## src/rtl/alu_issue.sv

```systemverilog
// rtl/alu_issue.sv - two-stage RV32I decode/execute issue stage driving the ALU
// Optional: define ALU_ISSUE_BYPASS_EN to forward the output register into stage D operands.
`ifndef ALU_ADD
`define ALU_ADD      4'd0
`define ALU_SUBTRACT 4'd1
`define ALU_AND      4'd2
`define ALU_OR       4'd3
`define ALU_SLL      4'd4
`define ALU_SRL      4'd5
`define ALU_SRA      4'd6
`endif

module alu_issue #(
  parameter int XLEN = 32
) (
  input  logic            clk,
  input  logic            rst_n,
  input  logic            in_valid,
  output logic            in_ready,
  input  logic [31:0]     in_instr,
  input  logic [XLEN-1:0] in_rs1_val,
  input  logic [XLEN-1:0] in_rs2_val,
  output logic [3:0]      alu_function,
  output logic [XLEN-1:0] alu_x,
  output logic [XLEN-1:0] alu_y,
  input  logic [XLEN-1:0] alu_result,
  output logic            out_valid,
  input  logic            out_ready,
  output logic [4:0]      out_rd,
  output logic [XLEN-1:0] out_result,
  output logic            out_illegal
);
  localparam logic [6:0] OP_R   = 7'b0110011;
  localparam logic [6:0] OP_I   = 7'b0010011;
  localparam logic [6:0] OP_LUI = 7'b0110111;

  logic [6:0]      opcode, funct7;
  logic [2:0]      funct3;
  logic            dec_legal;
  logic [3:0]      dec_func;
  logic [XLEN-1:0] dec_x, dec_y;

  assign opcode = in_instr[6:0];
  assign funct3 = in_instr[14:12];
  assign funct7 = in_instr[31:25];

  // For I-type, funct7 is imm[11:5]; it only matters for the shift encodings.
  always_comb begin
    dec_legal = 1'b0;
    dec_func  = `ALU_ADD;
    dec_x     = in_rs1_val;
    dec_y     = in_rs2_val;
    if (opcode == OP_I) dec_y = {{(XLEN-12){in_instr[31]}}, in_instr[31:20]};
    if (opcode == OP_R || opcode == OP_I) begin
      case (funct3)
        3'b000: begin
          dec_legal = (opcode == OP_I) || funct7 == 7'h00 || funct7 == 7'h20;
          dec_func  = (opcode == OP_R && funct7[5]) ? `ALU_SUBTRACT : `ALU_ADD;
        end
        3'b111: begin
          dec_legal = (opcode == OP_I) || funct7 == 7'h00;
          dec_func  = `ALU_AND;
        end
        3'b110: begin
          dec_legal = (opcode == OP_I) || funct7 == 7'h00;
          dec_func  = `ALU_OR;
        end
        3'b001: begin
          dec_legal = funct7 == 7'h00;
          dec_func  = `ALU_SLL;
        end
        3'b101: begin
          dec_legal = funct7 == 7'h00 || funct7 == 7'h20;
          dec_func  = funct7[5] ? `ALU_SRA : `ALU_SRL;
        end
        default: dec_legal = 1'b0;
      endcase
    end else if (opcode == OP_LUI) begin
      dec_legal = 1'b1;
      dec_x     = '0;
      dec_y     = XLEN'({in_instr[31:12], 12'h000});
    end
    if (!dec_legal) begin
      dec_func = `ALU_ADD;
      dec_x    = '0;
      dec_y    = '0;
    end
  end

  logic            dstg_valid_q, dstg_illegal_q;
  logic [3:0]      dstg_func_q;
  logic [XLEN-1:0] dstg_x_q, dstg_y_q;
  logic [4:0]      dstg_rd_q;
  logic            out_valid_q, out_illegal_q;
  logic [4:0]      out_rd_q;
  logic [XLEN-1:0] out_result_q, out_result_d;
  logic            d_adv, accept;

  assign d_adv    = !out_valid_q || out_ready;
  assign in_ready = !dstg_valid_q || d_adv;
  assign accept   = in_valid && in_ready;

  always_ff @(posedge clk or negedge rst_n) begin
    if (!rst_n) begin
      dstg_valid_q   <= 1'b0;
      dstg_illegal_q <= 1'b0;
      dstg_func_q    <= `ALU_ADD;
      dstg_x_q       <= '0;
      dstg_y_q       <= '0;
      dstg_rd_q      <= '0;
    end else if (accept) begin
      dstg_valid_q   <= 1'b1;
      dstg_illegal_q <= !dec_legal;
      dstg_func_q    <= dec_func;
      dstg_x_q       <= dec_x;
      dstg_y_q       <= dec_y;
      dstg_rd_q      <= dec_legal ? in_instr[11:7] : 5'd0;
    end else if (d_adv) begin
      dstg_valid_q   <= 1'b0;
    end
  end

`ifdef ALU_ISSUE_BYPASS_EN
  logic [4:0] dstg_rs1_q, dstg_rs2_q;
  logic       dstg_fx_q, dstg_fy_q, fwd_ok;

  always_ff @(posedge clk or negedge rst_n) begin
    if (!rst_n) begin
      dstg_rs1_q <= '0;
      dstg_rs2_q <= '0;
      dstg_fx_q  <= 1'b0;
      dstg_fy_q  <= 1'b0;
    end else if (accept) begin
      dstg_rs1_q <= in_instr[19:15];
      dstg_rs2_q <= in_instr[24:20];
      dstg_fx_q  <= dec_legal && (opcode == OP_R || opcode == OP_I) && in_instr[19:15] != 5'd0;
      dstg_fy_q  <= dec_legal && opcode == OP_R && in_instr[24:20] != 5'd0;
    end
  end

  // Forwarding ignores out_ready: the output register holds its value while stalled.
  assign fwd_ok = out_valid_q && !out_illegal_q && out_rd_q != 5'd0;
  assign alu_x  = (fwd_ok && dstg_fx_q && dstg_rs1_q == out_rd_q) ? out_result_q : dstg_x_q;
  assign alu_y  = (fwd_ok && dstg_fy_q && dstg_rs2_q == out_rd_q) ? out_result_q : dstg_y_q;
`else
  assign alu_x = dstg_x_q;
  assign alu_y = dstg_y_q;
`endif

  assign alu_function = dstg_func_q;
  assign out_result_d = (dstg_rd_q == 5'd0) ? '0 : alu_result;

  always_ff @(posedge clk or negedge rst_n) begin
    if (!rst_n) begin
      out_valid_q   <= 1'b0;
      out_illegal_q <= 1'b0;
      out_rd_q      <= '0;
      out_result_q  <= '0;
    end else if (d_adv) begin
      out_valid_q <= dstg_valid_q;
      if (dstg_valid_q) begin
        out_illegal_q <= dstg_illegal_q;
        out_rd_q      <= dstg_rd_q;
        out_result_q  <= out_result_d;
      end
    end
  end

  assign out_valid   = out_valid_q;
  assign out_illegal = out_illegal_q;
  assign out_rd      = out_rd_q;
  assign out_result  = out_result_q;
endmodule

```

## config.mk

```make
export PLATFORM = sky130hd
export DESIGN_NAME = alu_issue
export DESIGN_NICKNAME = d
export VERILOG_FILES = /design/src/rtl/alu_issue.sv
export SDC_FILE = /design/constraint.sdc
export NUM_CORES = 1
export LEC_CHECK = 0
export CAP_MARGIN = 10
export CORE_UTILIZATION = 44
export CTS_CLUSTER_DIAMETER = 80
export DETAILED_ROUTE_END_ITERATION = 10
export PLACE_DENSITY = 0.95
export SYNTH_ARGS = -nofsm -noshare
export SYNTH_HDL_FRONTEND = slang
export SYNTH_SLANG_ARGS = --single-unit
```

## constraint.sdc

```tcl
create_clock -name clk -period 3.4 [get_ports clk]
set_input_delay 0.68 -clock clk [delete_from_list [all_inputs] [get_ports clk]]
set_output_delay 0.68 -clock clk [all_outputs]
set_load 0.005 [all_outputs]
```

==> results of run 1 <==
-- layout by cell type (no fill, tap or decap), drive strengths merged, types with 4 or more instances in the layout --
cell | Yosys | layout
nand3b | 4 | 4
mux2 | 7 | 7
o21ai | 33 | 33
o31a | 19 | 19
nand2b | 6 | 6
buf | 16 | 10
bufinv | 0 | 4
o31ai | 15 | 15
a22o | 33 | 33
a21oi | 45 | 45
nor2 | 24 | 24
mux2i | 18 | 18
clkdlybuf4s50 | 0 | 237
dfrtp | 113 | 113
nand2 | 104 | 104
clkbuf | 28 | 20
clkinvlp | 0 | 4
-- state kept, by name, indices dropped and copies added (netlist names) --
signal          count
dstg_rd_q           5
dstg_illegal_q      1
alu_y              32
out_rd              5
alu_x              32
dstg_valid_q        1
out_result         32
alu_function        3
out_valid           1
out_illegal         1
-- worst max-delay path by stage --
| stage | from | end | slack (ns) | cells past startpoint |
|---|---|---|---|---|
| after floorplan | in_instr[14] | alu_y[0]$_DFFE_PN0P_ | 1.27 | 7 |
| after global placement | in_instr[25] | alu_y[31]$_DFFE_PN0P_ | 0.40 | 7 |
| after detailed placement | in_instr[25] | alu_y[4]$_DFFE_PN0P_ | 0.17 | 7 |
| after CTS | in_instr[25] | alu_y[4]$_DFFE_PN0P_ | 0.69 | 7 |
| after global routing | in_instr[26] | alu_y[31]$_DFFE_PN0P_ | 0.48 | 7 |
| final | in_instr[26] | alu_y[4]$_DFFE_PN0P_ | 0.63 | 7 |
-- metrics by stage --
| stage | setup slack, ns | cells |
|---|---|---|
| final | 0.627 | 859 |
| after global routing | 0.477 | 859 |
| after CTS | 0.690 | 859 |
| after detailed placement | 0.168 | 827 |
| after global placement | 0.400 | 827 |
| after floorplan | 1.27 | 484 |
-- cells by family (layout without fill, tap and decap cells) --
family | count (synthesis) | after routing | synth area share (%)
compound gates | 151 | 151 | 20.6
simple gates | 149 | 149 | 12.5
flops | 113 | 113 | 57.1
buf+inv | 44 | 279 | 4.25
mux | 25 | 25 | 5.23
other cells | 1 | 1 | 0.0757
xor+xnor | 1 | 1 | 0.177
-- worst max-delay path, stage by stage --
cell and delay [ns]:
clkdlybuf4s50_1 0.47, nor4_1 0.50, nand2_1 0.14, o32ai_1 0.47, o21bai_4 0.31, buf_12 0.27, o31ai_1 0.29
-- report_power, final --
group          internal [µW]  leakage [µW]  switching [µW]
Clock                   1230      0.000294             635
Sequential              1460       0.00151            79.2
Combinational            441       0.00167             274
Total                   3140       0.00347             988
-- final cells by class --
type	count	area (µm²)	share of cell area (%)
multi-input cells	327	1940	24.1
clock inverters	12	181	2.26
clock buffers	20	445	5.54
well taps	140	175	2.18
repair buffers	247	2470	30.8
flip-flops and latches	113	2830	35.2
-- metal layers --
layer  share of wire (%)  GRT usage, %  wire length [µm]
met2                  51          48.7              8150
met3                 8.0          7.78              1280
met5                   0             0                 0
met1                  38          32.1              6090
met4                 3.2          13.1               521
==> flow_results.xml, run 1 <==
<?xml version="1.0" encoding="UTF-8"?>
<metrics>
  <group name="synthesis">
    <metric name="synth-edff-count" unit="">0</metric>
    <metric name="ys_seq_area_share" unit="%">57.1</metric>
    <metric name="syn_avg_cell_area" unit="µm²">10.2</metric>
    <metric name="yosysWarnings" unit="">0</metric>
    <metric name="yosys.cell_types.count" unit="">33</metric>
    <metric name="post-synth-top-area-fraction" unit="%">57.1</metric>
    <metric name="synth_ff_type" unit="">dfrtp_1</metric>
    <metric name="post_synth_inst_count" unit="">484</metric>
    <metric name="async_flop_share" unit="%">100</metric>
    <metric name="synth_area_leader_cell" unit="">dfrtp_1</metric>
    <metric name="synth.cells.most_frequent" unit="">dfrtp_1 (113), nand2_1 (104), a21oi_1 (44)</metric>
    <metric name="synth_nets" unit="">616</metric>
    <metric name="postSynthRegisterBits" unit="">113</metric>
    <metric name="most_used_standard_cell_by_instance_count_after_synthesis" unit="">dfrtp_1</metric>
    <metric name="synth.area.top_cells" unit="">dfrtp_1 (57%), nand2_1 (7.9%), a22o_1 (5.8%)</metric>
    <metric name="mappedNetlistArea" unit="µm²">4950</metric>
  </group>
  <group name="power_and_ir_drop">
    <metric name="fin_total_pwr" unit="µW">4130</metric>
    <metric name="power_density" unit="nW/µm²">513</metric>
    <metric name="static-leakage-power" unit="µW">0.00347</metric>
    <metric name="peakVddDrop" unit="V">0.000379</metric>
  </group>
  <group name="global_routing">
    <metric name="grt_pass1_vias" unit="">4992</metric>
    <metric name="largest_net_degree_at_the_start_of_global_routing" unit="">102</metric>
    <metric name="globalRouteOverflowTotal" unit="">0</metric>
    <metric name="number_of_antenna_violations_at_the_first_check_in_global_routing" unit="">0</metric>
    <metric name="combined_global_route_utilization_of_all_metal_layers" unit="%">28.1</metric>
    <metric name="global_route_wire_length_before_repair" unit="µm">24900</metric>
  </group>
  <group name="final_layout">
    <metric name="final_net_count" unit="">838</metric>
    <metric name="post_route_cells_drive_above_1_share" unit="%">7.51</metric>
    <metric name="antenna_cells_inserted" unit="">0</metric>
    <metric name="final_core_utilization" unit="%">73.8</metric>
    <metric name="areaGrowthSynthToFinish" unit="%">62.3</metric>
    <metric name="filler_instances" unit="">727</metric>
    <metric name="fin_area" unit="µm²">8040</metric>
  </group>
  <group name="sta">
    <metric name="worst_slew_pin_slew" unit="ns">1.01</metric>
    <metric name="final.setup_skew" unit="ns">0.00549</metric>
    <metric name="maxClockFrequency" unit="MHz">361</metric>
    <metric name="slew_headroom" unit="%">32.9</metric>
    <metric name="hold-worst-slack" unit="ns">0.233</metric>
    <metric name="final.min_clock_period" unit="ns">2.77</metric>
    <metric name="timing_max_transition_violations_final" unit="">0</metric>
    <metric name="rsz0062_at_grt" unit="">no</metric>
    <metric name="finalHoldViolCount" unit="">0</metric>
    <metric name="final.setup.tns" unit="ns">0</metric>
    <metric name="final_setup_violation_count" unit="">0</metric>
    <metric name="post_route_clock_period_utilization" unit="%">81.6</metric>
  </group>
  <group name="clock_tree">
    <metric name="tritoncts_num_sinks" unit="">113</metric>
    <metric name="cts_made_buffers" unit="">17</metric>
    <metric name="clock_insertion_delay_worst_skew" unit="ns">0.50</metric>
    <metric name="htreeDepth" unit="">4</metric>
    <metric name="number_of_buffers_inserted_to_repair_setup_after_cts" unit="">0</metric>
    <metric name="max-clock-path-buffers" unit="">2</metric>
    <metric name="postCtsHoldBufs" unit="">0</metric>
    <metric name="tritoncts" unit="">yes</metric>
    <metric name="cts_root_buf" unit="">clkbuf_8</metric>
    <metric name="post_cts_resize_count" unit="">0</metric>
    <metric name="worst_setup_hold_path_clk_slew" unit="ns">0.06</metric>
  </group>
  <group name="die">
    <metric name="floorplan.die.width" unit="µm">108</metric>
    <metric name="die_y" unit="µm">108</metric>
    <metric name="standard_cell_row_count" unit="">38</metric>
    <metric name="coreArea" unit="µm²">10900</metric>
    <metric name="initial_core_util" unit="%">45.5</metric>
    <metric name="io-pin-count" unit="">240</metric>
    <metric name="die-area" unit="µm²">11700</metric>
  </group>
  <group name="setup_path">
    <metric name="crit_path_start_kind" unit="">primary input</metric>
    <metric name="ff2ff_setup_slack" unit="ns">1.45</metric>
    <metric name="cp.required" unit="ns">3.79</metric>
    <metric name="ff2ff_path_depth" unit="">4</metric>
    <metric name="setup.worst_path.end_class" unit="">flip-flop</metric>
    <metric name="r2r-start" unit="">out_valid$_DFFE_PN0P_</metric>
    <metric name="critPathArrivalTime" unit="ns">3.16</metric>
    <metric name="critPathKind" unit="">in2reg</metric>
    <metric name="r2r-end" unit="">dstg_rd_q[0]$_DFFE_PN0P_</metric>
    <metric name="path_max_fanout" unit="">51</metric>
  </group>
  <group name="place">
    <metric name="dpl-instance-area" unit="µm²">7410</metric>
    <metric name="hpwlAfterDp" unit="µm">11200</metric>
    <metric name="gp_congestion" unit="">0.878</metric>
    <metric name="io_buffer_count" unit="">238</metric>
  </group>
  <group name="outcome">
    <metric name="status" unit="">completed</metric>
  </group>
  <group name="route">
    <metric name="number_of_design_rule_violations_left_after_detail_routing" unit="">0</metric>
    <metric name="wire_per_inst" unit="µm">18.7</metric>
    <metric name="routed-via-count" unit="">4778</metric>
    <metric name="totalWireLength" unit="µm">16000</metric>
    <metric name="antenna_viol_nets_final" unit="">0</metric>
    <metric name="initialDrtViolationCount" unit="">363</metric>
    <metric name="post_drt_via_cell_ratio" unit="">5.56</metric>
    <metric name="drt_first_pass_iters" unit="">8</metric>
  </group>
  <group name="worst_hold_path">
    <metric name="holdCritPathClass" unit="">in2async</metric>
  </group>
  <group name="flow_run">
    <metric name="max_cap_viol_count" unit="">0</metric>
  </group>
</metrics>
Note: power is estimated with default switching activity, not from simulation.
==> run 2: changes to the inputs <==
--- a/config.mk
+++ b/config.mk
@@ -6,10 +6,10 @@
 export NUM_CORES = 1
 export LEC_CHECK = 0
 export CAP_MARGIN = 10
-export CORE_UTILIZATION = 44
+export CORE_UTILIZATION = 41
 export CTS_CLUSTER_DIAMETER = 80
 export DETAILED_ROUTE_END_ITERATION = 10
-export PLACE_DENSITY = 0.95
+export PLACE_DENSITY = 0.93
 export SYNTH_ARGS = -nofsm -noshare
 export SYNTH_HDL_FRONTEND = slang
 export SYNTH_SLANG_ARGS = --single-unit
==> constraint.sdc (replaced) <==
create_clock -name clk -period 2.7 [get_ports clk]
set_input_delay 0.54 -clock clk [delete_from_list [all_inputs] [get_ports clk]]
set_output_delay 0.54 -clock clk [all_outputs]
set_load 0.005 [all_outputs]
==> run 2 against run 1 <==
The flow now finishes with violations (design-rule violations). Combinational power grew 28%. Core utilization shrank 4.0 points. Register-to-register slack lost 0.60 ns. Wire length shrank 2.5%. Hold slack gained 0.24 ns. Sequential share of layout area shrank 0.31 points. Global-route usage shrank 2.6 points. Total power grew 22%. Setup slack lost 0.38 ns. Largest cell class unchanged. Highest routed layer unchanged.
==> flow_results.xml, run 2 (synthesized netlist as in run 1, its figures left out) <==
<?xml version="1.0" encoding="UTF-8"?>
<metrics>
  <group name="clock_tree">
    <metric name="cts_root_buf" unit="">clkbuf_16</metric>
    <metric name="cts_made_buffers" unit="">17</metric>
    <metric name="tritoncts_num_sinks" unit="">113</metric>
    <metric name="clock_insertion_delay_worst_skew" unit="ns">0.40</metric>
    <metric name="worst_setup_hold_path_clk_slew" unit="ns">0.06</metric>
    <metric name="tritoncts" unit="">yes</metric>
    <metric name="post_cts_resize_count" unit="">0</metric>
    <metric name="max-clock-path-buffers" unit="">2</metric>
    <metric name="htreeDepth" unit="">4</metric>
  </group>
  <group name="route">
    <metric name="wire_per_inst" unit="µm">17.9</metric>
    <metric name="totalWireLength" unit="µm">15600</metric>
    <metric name="post_drt_via_cell_ratio" unit="">5.36</metric>
    <metric name="routed-via-count" unit="">4696</metric>
    <metric name="number_of_design_rule_violations_left_after_detail_routing" unit="">18</metric>
    <metric name="initialDrtViolationCount" unit="">423</metric>
    <metric name="antenna_viol_nets_final" unit="">0</metric>
    <metric name="drt_first_pass_iters" unit="">8</metric>
  </group>
  <group name="sta">
    <metric name="timing_max_transition_violations_final" unit="">0</metric>
    <metric name="final.min_clock_period" unit="ns">2.45</metric>
    <metric name="finalHoldViolCount" unit="">0</metric>
    <metric name="hold-worst-slack" unit="ns">0.476</metric>
    <metric name="maxClockFrequency" unit="MHz">407</metric>
    <metric name="post_route_clock_period_utilization" unit="%">90.9</metric>
    <metric name="final_setup_violation_count" unit="">0</metric>
    <metric name="slew_headroom" unit="%">61.5</metric>
    <metric name="final.setup_skew" unit="ns">0.00410</metric>
    <metric name="rsz0062_at_grt" unit="">no</metric>
    <metric name="worst_slew_pin_slew" unit="ns">0.578</metric>
  </group>
  <group name="final_layout">
    <metric name="antenna_cells_inserted" unit="">0</metric>
    <metric name="final_net_count" unit="">852</metric>
    <metric name="filler_instances" unit="">860</metric>
    <metric name="post_route_cells_drive_above_1_share" unit="%">9.28</metric>
    <metric name="final_cell_mix" unit="">clkdlybuf4s50_1 (237), dfrtp_1 (113), nand2_1 (103), a21oi_1 (43)</metric>
    <metric name="areaGrowthSynthToFinish" unit="%">63.8</metric>
    <metric name="final_core_utilization" unit="%">69.8</metric>
    <metric name="finished_layout_cells" unit="">876</metric>
    <metric name="final_common_cell" unit="">clkdlybuf4s50_1</metric>
  </group>
  <group name="power_and_ir_drop">
    <metric name="power.share.switching" unit="%">26.0</metric>
    <metric name="comb_power_share" unit="%">18.3</metric>
    <metric name="power_density" unit="nW/µm²">618</metric>
    <metric name="p_seq_share" unit="%">38.6</metric>
    <metric name="switching_pwr" unit="µW">1310</metric>
    <metric name="static-leakage-power" unit="µW">0.00352</metric>
    <metric name="power.internal" unit="µW">3710</metric>
    <metric name="clkPwrFrac" unit="%">43.0</metric>
    <metric name="peakVddDrop" unit="V">0.000542</metric>
  </group>
  <group name="worst_hold_path">
    <metric name="min_path_cells" unit="">2</metric>
    <metric name="worstHoldStart" unit="">alu_x[1]$_DFFE_PN0P_</metric>
    <metric name="holdCritPathClass" unit="">reg2reg</metric>
    <metric name="hold_end" unit="">alu_x[1]$_DFFE_PN0P_</metric>
  </group>
  <group name="die">
    <metric name="io-pin-count" unit="">240</metric>
    <metric name="floorplan.die.width" unit="µm">112</metric>
    <metric name="die-area" unit="µm²">12500</metric>
    <metric name="standard_cell_row_count" unit="">39</metric>
    <metric name="die_y" unit="µm">112</metric>
    <metric name="coreArea" unit="µm²">11600</metric>
    <metric name="initial_core_util" unit="%">42.6</metric>
  </group>
  <group name="setup_path">
    <metric name="ff2ff_path_depth" unit="">5</metric>
    <metric name="critPathArrivalTime" unit="ns">2.73</metric>
    <metric name="worst_path_largest_cell_delay" unit="ns">0.47</metric>
    <metric name="critPathKind" unit="">in2reg</metric>
    <metric name="timing.critical_path.slowest_stage_cell" unit="">nor4_1</metric>
    <metric name="r2r-end" unit="">alu_y[14]$_DFFE_PN0P_</metric>
    <metric name="ff2ff_setup_slack" unit="ns">0.85</metric>
    <metric name="setup.worst_path.end_class" unit="">flip-flop</metric>
    <metric name="r2r-start" unit="">out_valid$_DFFE_PN0P_</metric>
    <metric name="path_max_fanout" unit="">52</metric>
    <metric name="cp.required" unit="ns">2.98</metric>
    <metric name="crit_path_start_kind" unit="">primary input</metric>
    <metric name="worstPathCellList" unit="">clkdlybuf4s50_1, nor4_1, nand2_1, o32ai_1, o21bai_4, buf_12, o31ai_1</metric>
  </group>
  <group name="global_routing">
    <metric name="global_route_wire_length_before_repair" unit="µm">24900</metric>
    <metric name="combined_global_route_utilization_of_all_metal_layers" unit="%">25.5</metric>
    <metric name="grt_pass1_vias" unit="">4823</metric>
    <metric name="globalRouteOverflowTotal" unit="">0</metric>
    <metric name="number_of_antenna_violations_at_the_first_check_in_global_routing" unit="">0</metric>
    <metric name="largest_net_degree_at_the_start_of_global_routing" unit="">69</metric>
  </group>
  <group name="place">
    <metric name="gp_congestion" unit="">0.903</metric>
    <metric name="hpwlAfterDp" unit="µm">11200</metric>
    <metric name="io_buffer_count" unit="">238</metric>
    <metric name="placed_cells_incl_taps" unit="">843</metric>
  </group>
  <group name="flow_run">
    <metric name="max_cap_viol_count" unit="">0</metric>
  </group>
  <group name="outcome">
    <metric name="status" unit="">complete, but fails checks</metric>
    <metric name="violations" unit="">design-rule violations</metric>
  </group>
</metrics>
[run 2: cell count changes in the layout (fill, tap and decap cells not counted), sizes merged]
| cell | before | now |
|---|---|---|
| inv | 1 | 7 |
| clkinvlp | 4 | 3 |
| dlygate4sd3 | 0 | 1 |
| clkbuf | 20 | 17 |
| bufinv | 4 | 1 |
| clkinv | 3 | 4 |
| buf | 10 | 23 |
[run 2: worst max path at each step]
stage,slack (ns),start,end,depth (start not counted)
after floorplan,0.71,in_instr[14],alu_y[0]$_DFFE_PN0P_,7
after global placement,0.07,in_instr[25],alu_y[0]$_DFFE_PN0P_,7
after CTS,0.30,in_instr[25],alu_y[4]$_DFFE_PN0P_,7
final,0.25,in_instr[25],alu_y[4]$_DFFE_PN0P_,7
after detailed placement,-0.11,in_instr[25],alu_y[4]$_DFFE_PN0P_,7
after global routing,0.12,in_instr[25],alu_y[4]$_DFFE_PN0P_,7
[run 2: critical path, delay by kind of cell]
| kind | cells | cell delay [ns] |
|---|---|---|
| buffers and inverters | 2 | 0.66 |
| AND/OR/NAND/NOR | 2 | 0.58 |
| AO/OA/AOI/OAI | 3 | 0.94 |
[run 2: per-layer routing]
layer	track usage, %	share of wire, %
met5	0	0
met4	8.47	1.4
met3	7.24	8.1
met2	45.8	52
met1	29.1	38
[run 2: final cells by class]
| cell class | instances | area, µm² | area share, % |
|---|---|---|---|
| sequential | 113 | 2830 | 34.9 |
| clock buffer | 17 | 425 | 5.25 |
| clock inverter | 15 | 150 | 1.85 |
| tap | 143 | 179 | 2.21 |
| multi-input combinational | 327 | 1940 | 23.9 |
| timing repair buffer | 261 | 2590 | 32.0 |
[run 2: through the flow]
step | worst slack, ns | power [µW] | instance area [µm²] | TNS (ns)
after floorplan | 0.711 | 2260 | 4950 | 0
after global placement | 0.0678 | 2840 | 7520 | 0
after detailed placement | -0.113 | 2870 | 7520 | -0.429
after CTS | 0.302 | 5050 | 8110 | 0
after global routing | 0.125 | 5220 | 8110 | 0
final | 0.245 | 5020 | 8110 | 0
[run 2: power by group through the flow]
stage / clock network, µW / logic, µW / registers [µW]
final: 2160 / 918 / 1940
after floorplan: 0 / 296 / 1960
after CTS: 2190 / 926 / 1940
after global placement: 0 / 888 / 1960
after detailed placement: 0 / 914 / 1960
after global routing: 2280 / 984 / 1950
[run 2: repair_timing]
action / CTS / global route
hold endpoints to repair: 7 / 0
buffers inserted: 0 / 0
hold buffers: 1 / 0
